File: config.mk
export PLATFORM = sky130hd
export DESIGN_NAME = pc_fetch_unit
export DESIGN_NICKNAME = d
export VERILOG_FILES = /design/src/rtl/pc_fetch_unit.sv
export SDC_FILE = /design/constraint.sdc
export NUM_CORES = 1
export LEC_CHECK = 0
export CAP_MARGIN = 20
export CORE_ASPECT_RATIO = 1.1
export CORE_MARGIN = 10
export CORE_UTILIZATION = 34
export DETAILED_ROUTE_END_ITERATION = 12
export PLACE_DENSITY_LB_ADDON = 0.05
export SLEW_MARGIN = 15
export SYNTH_ARGS = -nofsm -noshare
export SYNTH_HDL_FRONTEND = slang
export SYNTH_SLANG_ARGS = --single-unit
File: constraint.sdc
create_clock -name clk -period 4.2 [get_ports clk]
set_clock_uncertainty 0.15 [all_clocks]
set_input_delay 1.05 -clock clk [delete_from_list [all_inputs] [get_ports clk]]
set_output_delay 1.05 -clock clk [all_outputs]
set_load 0.05 [all_outputs]
File: src/rtl/pc_fetch_unit.sv
// pc_fetch_unit: fetch-stage program counter for the single-cycle LEGv8 datapath.
// After reset it waits in BOOT for BOOT_DELAY cycles. In RUN it advances the PC by 4,
// jumps to a PC-relative branch target, or holds the PC on a stall.
// HALT is entered on halt_req or when the next PC would leave instruction memory.
// The only way out of HALT is reset.
module pc_fetch_unit #(
  parameter logic [63:0] RESET_PC   = 64'h0,
  parameter int          MEM_BYTES  = 256,
  parameter int          BOOT_DELAY = 2
) (
  input  logic        clk,
  input  logic        reset_n,
  input  logic        stall,
  input  logic        branch_taken,
  input  logic [63:0] branch_offset,
  input  logic        halt_req,
  output logic [63:0] pc,
  output logic [63:0] pc_plus4,
  output logic        fetch_valid,
  output logic [1:0]  state,
  output logic        pc_fault,
  output logic [31:0] fetch_count
);

  typedef enum logic [1:0] {
    S_BOOT = 2'b00,
    S_RUN  = 2'b01,
    S_HALT = 2'b10
  } state_t;

  // The boot counter only has to reach BOOT_DELAY-1, so it is sized to hold that value.
  localparam int              BW        = (BOOT_DELAY > 1) ? $clog2(BOOT_DELAY) : 1;
  localparam logic [BW-1:0]   BOOT_LAST = BW'(BOOT_DELAY - 1);
  // This is the highest word address that can still be fetched.
  localparam logic [63:0]     PC_MAX    = 64'(MEM_BYTES) - 64'd4;

  state_t        r_state;
  logic [63:0]   r_pc;
  logic          r_fault;
  logic [31:0]   r_cnt;
  logic [BW-1:0] r_boot_cnt;

  logic [63:0]   w_seq;
  logic [63:0]   w_tgt;
  logic [63:0]   w_next;
  logic          w_upd;
  logic          w_oob;
  logic          w_fetch_valid;

  assign w_seq = r_pc + 64'd4;
  // The offset counts words. Shifting it by 2 and adding modulo 2^64 makes a
  // backwards branch past 0 wrap to a huge unsigned value. The range check then catches it.
  assign w_tgt = r_pc + (branch_offset << 2);

  assign w_fetch_valid = (r_state == S_RUN) && !stall && !halt_req;

  // Choose the next PC in RUN priority order: halt, then branch (flush), then stall, then sequential.
  always_comb begin
    w_upd  = 1'b0;
    w_next = r_pc;
    if (halt_req) begin
      w_upd  = 1'b0;
    end else if (branch_taken) begin
      w_upd  = 1'b1;
      w_next = w_tgt;
    end else if (!stall) begin
      w_upd  = 1'b1;
      w_next = w_seq;
    end
  end

  // A held PC is always legal. Only a real update can take the PC out of range.
  assign w_oob = w_upd && (w_next > PC_MAX);

  // Control FSM with the PC, fault and fetch-count registers.
  always_ff @(posedge clk or negedge reset_n) begin
    if (!reset_n) begin
      r_state    <= S_BOOT;
      r_pc       <= RESET_PC;
      r_fault    <= 1'b0;
      r_cnt      <= 32'd0;
      r_boot_cnt <= '0;
    end else begin
      case (r_state)
        S_BOOT: begin
          r_boot_cnt <= r_boot_cnt + 1'b1;
          if (r_boot_cnt == BOOT_LAST) r_state <= S_RUN;
        end
        S_RUN: begin
          if (w_fetch_valid) r_cnt <= r_cnt + 32'd1;
          if (halt_req) begin
            r_state <= S_HALT;
          end else if (w_oob) begin
            r_fault <= 1'b1;
            r_state <= S_HALT;
          end else begin
            r_pc <= w_next;
          end
        end
        default: begin
          // HALT: everything stays frozen until reset.
          r_state <= S_HALT;
        end
      endcase
    end
  end

  assign pc          = r_pc;
  assign pc_plus4    = w_seq;
  assign fetch_valid = w_fetch_valid;
  assign state       = r_state;
  assign pc_fault    = r_fault;
  assign fetch_count = r_cnt;

endmodule

Word-level counts from Yosys, hierarchy flattened. Cells that the tools add are included. W data, S select, Z words.

Register bits after elaboration: 100. Input port bits: 69. Output and inout port bits: 164.

$add $sub $neg: 4. Order comparisons: 1. Equality and inequality tests: 3. Muxes and demuxes: 10. Bitwise logic cells: 2. Reduce and logical (&&, ||, !) cells: 10.

Operators with widths (count): $mux W64 (3); $add A64 B3 Y64 const B (1); $add A64 B64 Y64 (1); $gt A64 B8 Y1 const B (1); $add A32 B1 Y32 const B (1); $mux W2 (3); $reduce_and A3 Y1 (2); $pmux W2 S2 (1); $reduce_and A2 Y1 (2); $logic_and A1 B1 Y1 (3); $mux W1 (3); $ne A3 B3 Y1 const B (1); $eq A2 B1 Y1 const B (1); $logic_not A1 Y1 (2); $logic_not A2 Y1 (1); $ne A2 B2 Y1 const B (1); $not A1 Y1 (2); $add A1 B1 Y1 const B (1).

Longest topological paths before layout. Gate-level depths: netlist of run 1.

Depth in word-level cells: 9. Depth in mapped cells: 17. Depth with buffers taken out: 15.

Worst setup path after synthesis of run 1. Ideal clock, no wire load.

Kind: in2reg. Start point: in branch_offset[14]. End point: reg r_pc[22] (netlist: pc[22]). Setup time: 0.125 ns. Data arrival time: 4.589 ns. Path slack: -0.665 ns. Stages: 16. Path buffers: 2. Cell sequence: ha_1 clkbuf_1 nand2_1 o21ai_0 a21oi_1 o22a_1 a2111oi_0 mux2_2 a211oi_1 nand2b_1 nor4_1 nand4b_1 and3b_2 o21ai_4 buf_6 mux2_4.

Cells in the longest elaborated chain, start to end: 7.

Ends and longest elaborated chain: start: declaration (line 15) `input logic [63:0] branch_offset,`; $add A64 B64 Y64 * (line 53) `assign w_tgt = r_pc + (branch_offset << 2);`; $mux W64 * (line 63) `end else if (branch_taken) begin`; $mux W64 * (line 61) `if (halt_req) begin`; $gt A64 B8 Y1 (line 73) `assign w_oob = w_upd && (w_next > PC_MAX);`; $logic_and A1 B1 Y1 (line 73); $not A1 Y1 (no line); $reduce_and A3 Y1 (no line); end signal: assignment (line 97) `r_pc <= w_next;`; end: declaration (line 38) `logic [63:0] r_pc;`.

Mark *: on every way between the ends. The rest lies on a longest branch, timed or not. A chain may end at the register's enable or synchronous reset.

Worst setup path in the final report of run 1.
Start point: in branch_offset[22]. End point: reg r_pc[42] (netlist: pc[42]).

The elaborated chain is that of the path after synthesis.

==> impl_metrics.py, run 1 <==
metrics = {
    "grt": {
        "grt_use_total_pct": 33.39,
        "globalRouteMet3Util_pct": 5.953,
        "overflow": 0,
        "met1_usage_pct": 42.03,
        "antenna_found_initial": 2,
        "grt_max_degree": 57,
        "use_met2_pct": 55.13,
        "grt_first_pass_wirelength_mm": 113.3,
        "grt_pass1_vias": 17800,
        "top_usage_layer": "met2",
    },
    "timing": {
        "post-route-period-util_pct": 122.0,
        "rsz0062_at_grt": "true",
        "fin_ws_ns": -0.9219,
        "slew_viol_final": 0,
        "hold_viol": 0,
        "min_period_ns": 5.122,
        "slew_headroom_pct": 38.33,
        "max_freq_mhz": 195.2,
        "worstMarginPinSlew_ns": 0.9208,
        "setup_viol": 69,
    },
    "critical_path": {
        "worstSetupEndpointType": "register",
        "critPathMaxFanout": 6,
        "slowest_stage": "a2111oi_4",
        "crit_chain": "buf_6 > ha_4 > nand4_1 > nor2_4 > nand2_1 > o22a_4 > a2111oi_4 > buf_4 > mux2_4 > a211oi_4 > buf_6 > nand2b_4 > nor4_4 > nand4b_1 > and3b_2 > o21ai_4 > buf_12 > buf_8 > buf_12 > mux2_4",
        "start_kind": "input pin",
        "crit_required_ns": 4.31,
        "crit_path_max_incr_delay_ns": 0.37,
        "crit_type": "in -> reg",
        "critPathArrivalTime_ns": 5.24,
    },
    "placed_design": {
        "io_buffer_count": 226,
        "dpl.hpwl_mm": 61.58,
        "dpl_cell_area_mm2": 0.02005,
        "place_congestion": 1.035,
    },
    "floorplanning": {
        "design.core.area_mm2": 0.03540,
        "die_y_um": 219.1,
        "die-area_mm2": 0.04404,
        "num_rows": 72,
        "start_util_pct": 34.61,
        "io_pins": 233,
        "dieWidth_um": 201.0,
    },
    "drt": {
        "drt_iter0_drc": 1695,
        "vias": 17950,
        "dr.pass1.iters": 7,
        "routed_wl_mm": 77.68,
        "via_per_inst": 5.882,
        "drcViolationCount": 0,
        "ant_nets": 0,
        "wl_per_cell_um": 25.45,
    },
    "synth": {
        "avgSynthCellArea_um2": 7.347,
        "synthArstFlopShare_pct": 100.0,
        "synth-seq-area-share_pct": 20.01,
        "synth_cells": 1668,
        "yosys_register_bits": 98,
        "synth_common_cells": "nand2_1, nor2_1, a21oi_1",
        "synth_top_flop_cell": "dfrtp_1",
        "yosys_warnings": 0,
        "synth_edf_count": 0,
        "netlist-cell-type-count": 84,
        "synthesis.area_mm2": 0.01225,
        "synth_area_leaders": "dfrtp_1, ha_1, nand2_1, xnor2_1, a21oi_1",
        "yosysMostFrequentCell": "nand2_1",
        "synth_top_area_share_pct": 20.01,
        "yosys.area.top_type": "dfrtp_1",
    },
    "clock_tree": {
        "numClockSinks": 98,
        "clk_latency_ns": 0.37,
        "clock_path_buffers": 2,
        "cts_root_buffer": "clkbuf_16",
        "clkTransAtPathRegs_ns": 0.08,
        "numCtsBuffers": 9,
        "cts_tree": "yes",
        "htreeDepth": 3,
        "cts_hold_buf": 0,
    },
    "pwr": {
        "power.total_uw": 4259,
        "leakage_uw": 0.01059,
        "ir_worst_vdd_mv": 0.1986,
        "power_density_mw_per_mm2": 180.3,
    },
    "final_layout": {
        "fin_nets": 2698,
        "fin_area_mm2": 0.02362,
        "layout-drive-gt1-share_pct": 46.77,
        "area_delta_synth_final_pct": 92.74,
    },
    "run_status": {
        "violations": "setup timing",
        "status": "finished, violations left",
    },
    "worst_hold_path": {
        "hold_class": "reg -> reg",
    },
    "flow_run": {
        "maxCapViolations": 0,
    },
}
==> critical path: cells and delay by family <==
| family | cells | cell delay [ns] |
|---|---|---|
| AO/OA/AOI/OAI | 4 | 1.01 |
| adder cells (fa/ha/maj) | 1 | 0.29 |
| buffers and inverters | 6 | 0.90 |
| multiplexers | 2 | 0.59 |
| AND/OR/NAND/NOR | 7 | 1.40 |
==> layer usage <==
layer | up-vias | wire [µm]
li1 | 8031 | -
met1 | 8763 | 31640
met2 | 966 | 35600
met3 | 192 | 6533
met4 | 0 | 3906
met5 | - | 0
==> timing repair <==
item / in CTS / in global routing
cloned: 4 / 0
setup endpoints to repair: 89 / 78
gates resized for setup: 457 / 118
hold endpoints to repair: 0 / 0
buffers inserted: 105 / 33
pin swaps: 117 / 74
==> layout make-up <==
| class | count | area, µm² |
|---|---|---|
| Antenna cell | 1 | 2.502 |
| Timing Repair Buffer | 1000 | 8877 |
| Tap cell | 481 | 601.8 |
| Inverter | 32 | 120.1 |
| Clock inverter | 7 | 78.83 |
| Fill cell | 3064 | 11790 |
| Clock buffer | 9 | 225.2 |
| Sequential cell | 98 | 2469 |
| Multi-Input combinational cell | 1424 | 11240 |
==> worst paths after layout <==
| kind | slack (ns) | to | startpoint | depth (start not counted) |
|---|---|---|---|---|
| worst max-delay path | -0.92 | pc[42] | branch_offset[22] | 20 |
| worst min-delay path | 0.32 | r_boot_cnt | r_boot_cnt | 1 |
| worst max register to register | -0.72 | pc[42] | pc[10] | 21 |
| worst min register to register | 0.32 | r_boot_cnt | r_boot_cnt | 1 |
| max in group asynchronous | 2.57 | pc[6] | reset_n | 2 |
| min in group asynchronous | 0.55 | pc[17] | reset_n | 1 |
==> cells by family after synthesis <==
logic type / Yosys count / synth area share (%)
compound gates: 453 / 24.29
simple gates: 722 / 29.67
buf+inv: 149 / 5.085
mux: 54 / 5.238
other cells: 1 / 0.03060
flops: 98 / 20.01
xor+xnor: 127 / 9.077
fa+ha+maj: 64 / 6.596
==> report_power, final <==
part / leakage, µW / internal (µW) / total (µW) / switching, µW
registers: 0.00128 / 976 / 1020 / 41.3
clock network: 0.000151 / 429 / 894 / 465
logic: 0.00916 / 1060 / 2350 / 1290
total: 0.0106 / 2460 / 4260 / 1790
==> sequential cells by signal, summed over array words and instances, names as in the netlist <==
register	cells
pc	62
fetch_count	32
state	2
pc_fault	1
r_boot_cnt	1
==> through the flow <==
step	TNS [ns]	hold slack, ns	utilization, %	setup WS, ns	instances
2_1_floorplan	-20.79	0.2915	-	-0.4449	1671
3_3_place_gp	-115.18	0.3055	56.62	-1.869	2898
3_5_place_dp	-115.37	0.3070	56.62	-1.871	2898
4_1_cts	-47.10	0.3222	64.83	-0.8203	3021
5_1_grt	-58.87	0.3404	66.71	-1.011	3052
6_report	-52.65	0.3215	66.71	-0.9219	3052
==> cells in the final DEF, fill, tap and decap left out, types with 10 or more instances in the layout <==
cell type	count
a211o_1	10
a21o_1	36
a21oi_1	82
a21oi_2	29
a21oi_4	13
a31oi_1	23
and3_1	23
buf_12	57
buf_2	12
buf_4	701
buf_6	71
clkdlybuf4s50_1	120
dfrtp_1	85
dfrtp_2	13
dlygate4sd2_1	15
ha_1	14
ha_4	49
inv_1	31
mux2_4	22
mux2i_1	22
nand2_1	176
nand2_2	13
nand3_1	60
nand4_1	83
nor2_1	136
nor2_2	14
nor2_4	11
nor2b_1	11
nor3_1	48
nor3_2	11
nor4_1	17
o211ai_1	29
o21a_1	20
o21ai_0	45
o21ai_1	29
o21ai_2	10
or4_1	11
xnor2_1	72
xor2_1	38
(Power assumes the default switching activity.)
==> run 2: changes to the inputs <==
- CORE_MARGIN: 10 -> not set
==> run 2 against run 1 <==
Against the previous run:
- first-iteration DRC count rose by 0.12%
- the run still ends with setup timing left
- clock-buffer cell count is the same
- critical endpoint unchanged
- final area rose by 1.1%
- final cell count grew 0.26%
- maximum frequency rose by 2.7%
- sequential cell count is the same
- critical path depth did not move
- non-clock buffer count rose by 8
- clock power grew 3.4%
- global-route usage grew 6.5 points
- core utilization grew 0.91 points
- wire length decreased by 2.0%
==> impl_metrics.py, run 2 (synthesis gave the netlist of run 1 again) <==
metrics = {
    "run_status": {
        "status": "finished, violations left",
        "violations": "setup timing",
    },
    "pwr": {
        "ir_worst_vdd_mv": 0.1947,
        "leakage_uw": 0.01065,
        "power_density_mw_per_mm2": 181.1,
    },
    "critical_path": {
        "start_kind": "input pin",
        "critPathArrivalTime_ns": 5.13,
        "critPathMaxFanout": 6,
        "crit_type": "in -> reg",
        "ff2ff_path_depth": 20,
        "worstSetupEndpointType": "register",
        "crit_required_ns": 4.34,
    },
    "timing": {
        "rsz0062_at_grt": "true",
        "min_period_ns": 4.986,
        "max_freq_mhz": 200.6,
        "slew_headroom_pct": 35.92,
        "worstMarginPinSlew_ns": 0.9612,
        "setup_viol": 67,
        "slew_viol_final": 0,
        "hold_viol": 0,
        "hold-worst-slack_ns": 0.3278,
        "fin_ws_ns": -0.7859,
        "post-route-period-util_pct": 118.7,
        "timing.setup.tns_ns": -43.74,
    },
    "drt": {
        "drt_iter0_drc": 1697,
        "via_per_inst": 5.916,
        "wl_per_cell_um": 24.87,
        "vias": 18100,
        "dr.pass1.iters": 6,
        "routed_wl_mm": 76.10,
        "drcViolationCount": 0,
        "ant_nets": 0,
    },
    "clock_tree": {
        "clk_latency_ns": 0.40,
        "clkTransAtPathRegs_ns": 0.10,
        "clock_path_buffers": 2,
        "cts_tree": "yes",
        "numClockSinks": 98,
        "numCtsBuffers": 9,
        "cts_root_buffer": "clkbuf_16",
        "htreeDepth": 3,
    },
    "final_layout": {
        "fin_nets": 2706,
        "largest_register_ffs": 62,
        "nFillCells": 3013,
        "layout-drive-gt1-share_pct": 47.91,
        "final_common_cell": "buf_4",
        "final_cell_mix": "buf_4, nand2_1, nor2_1",
        "area_delta_synth_final_pct": 94.87,
        "seq_area_mm2": 0.002469,
        "multi_input_area_mm2": 0.01151,
    },
    "floorplanning": {
        "io_pins": 233,
        "design.core.area_mm2": 0.03531,
        "die-area_mm2": 0.03681,
        "num_rows": 72,
        "die_y_um": 201.1,
        "start_util_pct": 34.70,
        "dieWidth_um": 183.0,
    },
    "grt": {
        "grt_first_pass_wirelength_mm": 109.5,
        "grt_use_total_pct": 39.92,
        "antenna_found_initial": 1,
        "grt_pass1_vias": 17410,
        "overflow": 0,
        "grt_max_degree": 52,
    },
    "placed_design": {
        "dpl.hpwl_mm": 58.90,
        "io_buffer_count": 226,
        "place_congestion": 1.049,
    },
    "flow_run": {
        "maxCapViolations": 0,
    },
    "worst_hold_path": {
        "hold_class": "reg -> reg",
        "min_path_cells": 1,
    },
}
[run 2: changes by cell type in the layout (fill, tap and decap cells not counted), sizes merged, moves of 2 or more]
cell / previous run / this run
clkdlybuf4s50: 120 / 122
dlygate4sd2: 15 / 10
buf: 849 / 842
dlymetal6s2s: 6 / 13
clkdlybuf4s15: 2 / 6
clkbuf: 17 / 24
[run 2: worst paths after layout]
path,start,slack (ns),end
hold / removal,pc_fault,0.33,pc_fault
setup / recovery,branch_offset[0],-0.79,pc[42]
setup reg to reg,pc[2],-0.60,pc[42]
hold reg to reg,pc_fault,0.33,pc_fault
max in group asynchronous,reset_n,2.44,pc[14]
min in group asynchronous,reset_n,0.63,pc[19]
[run 2: cell type report]
type	count	area share [%]
multi-input cells	1424	48.20
repair buffers	1008	37.17
flip-flops and latches	98	10.34
well taps	481	2.520
clock buffers	9	0.9431
inverters	32	0.5030
clock inverters	7	0.3196
diodes	1	0.01048
[run 2: what timing repair did]
| item | CTS | global route |
|---|---|---|
| setup endpoints to repair | 80 | 88 |
| pin swaps | 119 | 135 |
| setup buffers | 66 | 63 |
| hold buffers | 0 | 0 |
| resized for setup | 358 | 248 |
| cloned | 4 | 0 |
[run 2: power breakdown]
group          internal [µW]  total [µW]  switching, µW  leakage [µW]
clock network            426         924            498      0.000149
logic                   1080        2390           1300       0.00923
registers                975        1020           39.9       0.00127
total                   2480        4320           1840        0.0107
[run 2: per-layer routing]
metal / wire length (µm) / GRT usage [%]
met1: 30350 / 52.19
met2: 33740 / 62.38
met3: 6819 / 6.335
met4: 5174 / 22.41
met5: 13 / 0
[run 2: per-stage QoR]
stage | util (%) | setup slack (ns) | power (µW) | area (µm²) | instances
3_3_place_gp | 57.09 | -1.664 | 2947 | 20160 | 2917
3_5_place_dp | 57.09 | -1.732 | 2952 | 20160 | 2917
6_report | 67.62 | -0.7859 | 4324 | 23880 | 3060
5_1_grt | 67.62 | -0.8567 | 4466 | 23880 | 3059
4_1_cts | 63.90 | -0.7240 | 4101 | 22570 | 3003
2_1_floorplan | - | -0.4449 | 1908 | 12450 | 1671
[run 2: critical path, cell delays in order]
cell and delay, ns:
buf_6 0.09, ha_4 0.15, buf_4 0.13, a211o_1 0.33, a21o_4 0.26, a211oi_2 0.26
buf_6 0.19, o21ai_4 0.07, a32oi_1 0.18, o21ai_1 0.09, buf_4 0.17, or4_4 0.55
nor4_4 0.29, nand4_1 0.17, nor2_1 0.15, and3b_2 0.24, o21ai_4 0.11, buf_6 0.20
buf_16 0.15, mux2_4 0.30
==> run 3: changes to the inputs <==
- CORE_UTILIZATION: 34 -> 49
- PLACE_DENSITY: not set -> 0.89
- PLACE_DENSITY_LB_ADDON: 0.05 -> not set
- REMOVE_ABC_BUFFERS: not set -> 1
==> run 3 against run 2 <==
Against the previous run:
- synthesized area is the same
- synthesized cell count unchanged
- the flow now stops in 5_1_grt
==> impl_metrics.py, run 3 <==
metrics = {
    "run_status": {
        "lastStage": "5_1_grt",
        "status": "aborted with a tool error",
        "error": "[ERROR GRT-0116] Global routing finished with congestion. Check the congestion regions in the DRC Viewer.",
    },
    "placed_design": {
        "io_buffer_count": 226,
        "dpl_cell_area_mm2": 0.01903,
        "dpl.hpwl_mm": 55.99,
        "dp_slack_ns": -2.137,
        "place_congestion": 1.229,
    },
    "synth": {
        "avgSynthCellArea_um2": 7.347,
        "synth_common_cells": "nand2_1, nor2_1, a21oi_1",
        "synthesis.area_mm2": 0.01225,
        "netlist-cell-type-count": 84,
        "synthArstFlopShare_pct": 100.0,
        "synth-seq-area-share_pct": 20.01,
        "synth_edf_count": 0,
        "synth_top_area_share_pct": 20.01,
        "synth_top_flop_cell": "dfrtp_1",
        "synth_area_leaders": "dfrtp_1, ha_1, nand2_1, xnor2_1, a21oi_1",
        "synth_cells": 1668,
        "yosysMostFrequentCell": "nand2_1",
        "yosys_register_bits": 98,
        "yosys_warnings": 0,
        "yosys.area.top_type": "dfrtp_1",
    },
    "floorplanning": {
        "num_rows": 60,
        "io_pins": 233,
        "dieWidth_um": 152.8,
        "die_y_um": 167.9,
        "start_util_pct": 50.07,
    },
    "grt": {
        "grt_use_total_pct": 94.97,
        "overflow": 815,
        "grt_max_degree": 61,
        "grt_pass1_vias": 26900,
        "grt_first_pass_wirelength_mm": 186.5,
    },
    "clock_tree": {
        "numCtsBuffers": 9,
        "clock_path_buffers": 2,
        "htreeDepth": 3,
        "cts_hold_buf": 0,
        "numClockSinks": 98,
        "cts_root_buffer": "clkbuf_16",
    },
}
-- run 3: cell counts after synthesis --
Identical to the previous run, type by type.
-- run 3: cell families after synthesis --
logic type | synth area share (%)
other cells | 0.03060
flops | 20.01
simple gates | 29.67
compound gates | 24.29
mux | 5.238
xor+xnor | 9.077
fa+ha+maj | 6.596
buf+inv | 5.085
-- run 3: routing by layer --
metal	global-route usage (%)	GRT overflow
met5	69.52	15
met4	101.3	265
met3	85.56	48
met2	106.6	443
met1	91.30	44
-- run 3: per-stage QoR --
step	TNS (ns)	utilization (%)	hold WS, ns	instances
after CTS	-35.66	90.92	0.3418	2763
after detailed placement	-126.29	77.78	0.3300	2655
after global placement	-122.01	77.78	0.3061	2655
after floorplan	-119.95	-	0.2915	1554
-- run 3: repair_timing --
item                                    in CTS
buffers inserted                            92
gates resized for setup                    556
endpoints found under the setup margin      81
pin swaps                                  137
cloned                                       3
==> run 4: changes to the inputs <==
- CORE_ASPECT_RATIO: 1.1 -> not set
- CORE_UTILIZATION: 49 -> 40
- PLACE_DENSITY: 0.89 -> not set
- PLACE_DENSITY_LB_ADDON: not set -> 0.15
- clock period: 4.2 -> 5.5 ns (I/O delays scaled with it)
==> run 4 against run 3 <==
Against the previous run:
- the flow now finishes, with violations (setup timing)
==> impl_metrics.py, run 4 (synthesis gave the netlist of run 1 again) <==
metrics = {
    "pwr": {
        "power.total_uw": 3069,
        "p_int_uw": 1791,
        "power.switching_uw": 1278,
        "power_frac_clock_pct": 22.7,
        "power_density_mw_per_mm2": 149.0,
        "combPwrFrac_pct": 51.1,
        "leakage_uw": 0.009201,
        "switching_share_pct": 41.64,
        "ir_worst_vdd_mv": 0.1163,
        "p_seq_share_pct": 26.2,
    },
    "timing": {
        "post-route-period-util_pct": 102.2,
        "slew_headroom_pct": 32.64,
        "worstMarginPinSlew_ns": 1.010,
        "setup_viol": 25,
        "fin_ws_ns": -0.1197,
        "slew_viol_final": 0,
        "max_freq_mhz": 177.9,
        "hold_viol": 0,
        "rsz0062_at_grt": "true",
        "timing.setup.tns_ns": -2.097,
        "min_period_ns": 5.620,
    },
    "critical_path": {
        "critPathMaxFanout": 7,
        "crit_type": "in -> reg",
        "crit_required_ns": 5.61,
        "critPathArrivalTime_ns": 5.73,
        "start_kind": "input pin",
        "worstSetupEndpointType": "register",
    },
    "final_layout": {
        "layout-drive-gt1-share_pct": 34.58,
        "fin_area_mm2": 0.02060,
        "largest_register_ffs": 62,
        "fin_util_pct": 68.97,
        "final_cell_mix": "buf_4, nand2_1, clkdlybuf4s50_1",
        "fin_nets": 2463,
        "area_delta_synth_final_pct": 68.14,
        "final_common_cell": "buf_4",
    },
    "run_status": {
        "violations": "setup timing",
        "status": "finished, violations left",
    },
    "drt": {
        "vias": 17020,
        "routed_wl_mm": 68.04,
        "dr.pass1.iters": 9,
        "via_per_inst": 6.247,
        "drt_iter0_drc": 1990,
        "drcViolationCount": 0,
        "ant_nets": 0,
        "wl_per_cell_um": 24.97,
    },
    "placed_design": {
        "io_buffer_count": 226,
        "dpl.hpwl_mm": 54.20,
        "place_congestion": 1.055,
        "dpl_cell_area_mm2": 0.01832,
    },
    "clock_tree": {
        "cts_tree": "yes",
        "clkTransAtPathRegs_ns": 0.07,
        "cts_root_buffer": "clkbuf_16",
        "cts_hold_buf": 0,
        "clk_latency_ns": 0.38,
        "numCtsBuffers": 9,
        "clock_path_buffers": 2,
        "numClockSinks": 98,
        "htreeDepth": 3,
    },
    "floorplanning": {
        "design.core.area_mm2": 0.02987,
        "die_y_um": 177.0,
        "start_util_pct": 41.02,
        "die-area_mm2": 0.03134,
        "io_pins": 233,
        "num_rows": 63,
        "dieWidth_um": 177.0,
    },
    "grt": {
        "antenna_found_initial": 1,
        "overflow": 0,
        "grt_max_degree": 67,
        "grt_first_pass_wirelength_mm": 97.31,
        "grt_use_total_pct": 41.86,
        "grt_pass1_vias": 16000,
    },
    "flow_run": {
        "maxCapViolations": 0,
    },
    "worst_hold_path": {
        "hold_class": "reg -> reg",
    },
}
[run 4: final cells by class]
type	count	area (µm²)
repair buffers	765	6568
fillers	2478	9270
inverters	32	120.1
multi-input cells	1424	10680
clock inverters	6	72.57
flip-flops and latches	98	2452
clock buffers	9	225.2
diodes	1	2.502
well taps	390	488.0
[run 4: worst max-delay path, cell delays in order]
cell,delay (ns)
buf_8,0.07
ha_4,0.13
fa_2,0.23
buf_6,0.11
a21oi_2,0.04
o211ai_1,0.35
a31oi_4,0.20
buf_6,0.16
a2111o_1,0.47
buf_6,0.15
a311oi_2,0.26
buf_4,0.18
a311oi_4,0.09
nand2b_4,0.19
nor4_4,0.36
nand4b_1,0.29
and3b_2,0.35
o21ai_4,0.08
buf_12,0.18
buf_16,0.15
mux2_4,0.29
[run 4: what timing repair did]
item | in CTS | in global routing
buffers inserted | 15 | 29
resized for setup | 84 | 265
pin swaps | 30 | 109
hold endpoints to repair | 0 | 0
endpoints found under the setup margin | 65 | 67
cloned | 2 | 0
[run 4: worst paths after layout]
path | from | to | slack, ns | depth (start not counted)
max reg2reg | pc[26] | pc[28] | 0.25 | 16
min reg2reg | r_boot_cnt | r_boot_cnt | 0.33 | 1
max | branch_offset[0] | pc[28] | -0.12 | 21
max in group asynchronous | reset_n | fetch_count[6] | 3.18 | 2
min | r_boot_cnt | r_boot_cnt | 0.33 | 1
min in group asynchronous | reset_n | pc[11] | 1.01 | 1
[run 4: routing by layer]
layer | vias up | track usage (%) | wire, µm | part of all wire (%)
met5 | - | 0 | 0 | 0
met3 | 225 | 8.419 | 7856 | 12
met4 | 0 | 19.47 | 3636 | 5.3
li1 | 7563 | - | - | -
met1 | 8067 | 56.25 | 27080 | 40
met2 | 1168 | 63.96 | 29460 | 43
[run 4: stage by stage]
stage          setup WS, ns  hold WS [ns]  std cells
3_3_place_gp         -1.159        0.3077       2670
6_report            -0.1197        0.3276       2725
4_1_cts             -0.3191        0.3287       2701
2_1_floorplan        -1.140        0.2915       1554
5_1_grt             -0.1310        0.3525       2724
3_5_place_dp         -1.291        0.3151       2670
[run 4: power by group through the flow]
stage | sequential [µW] | clock [µW] | combinational, µW
finish | 804 | 695 | 1570
global route | 805 | 720 | 1640
CTS | 795 | 697 | 1400
detailed placement | 808 | 0 | 1360
global placement | 809 | 0 | 1350
floorplan | 874 | 0 | 550
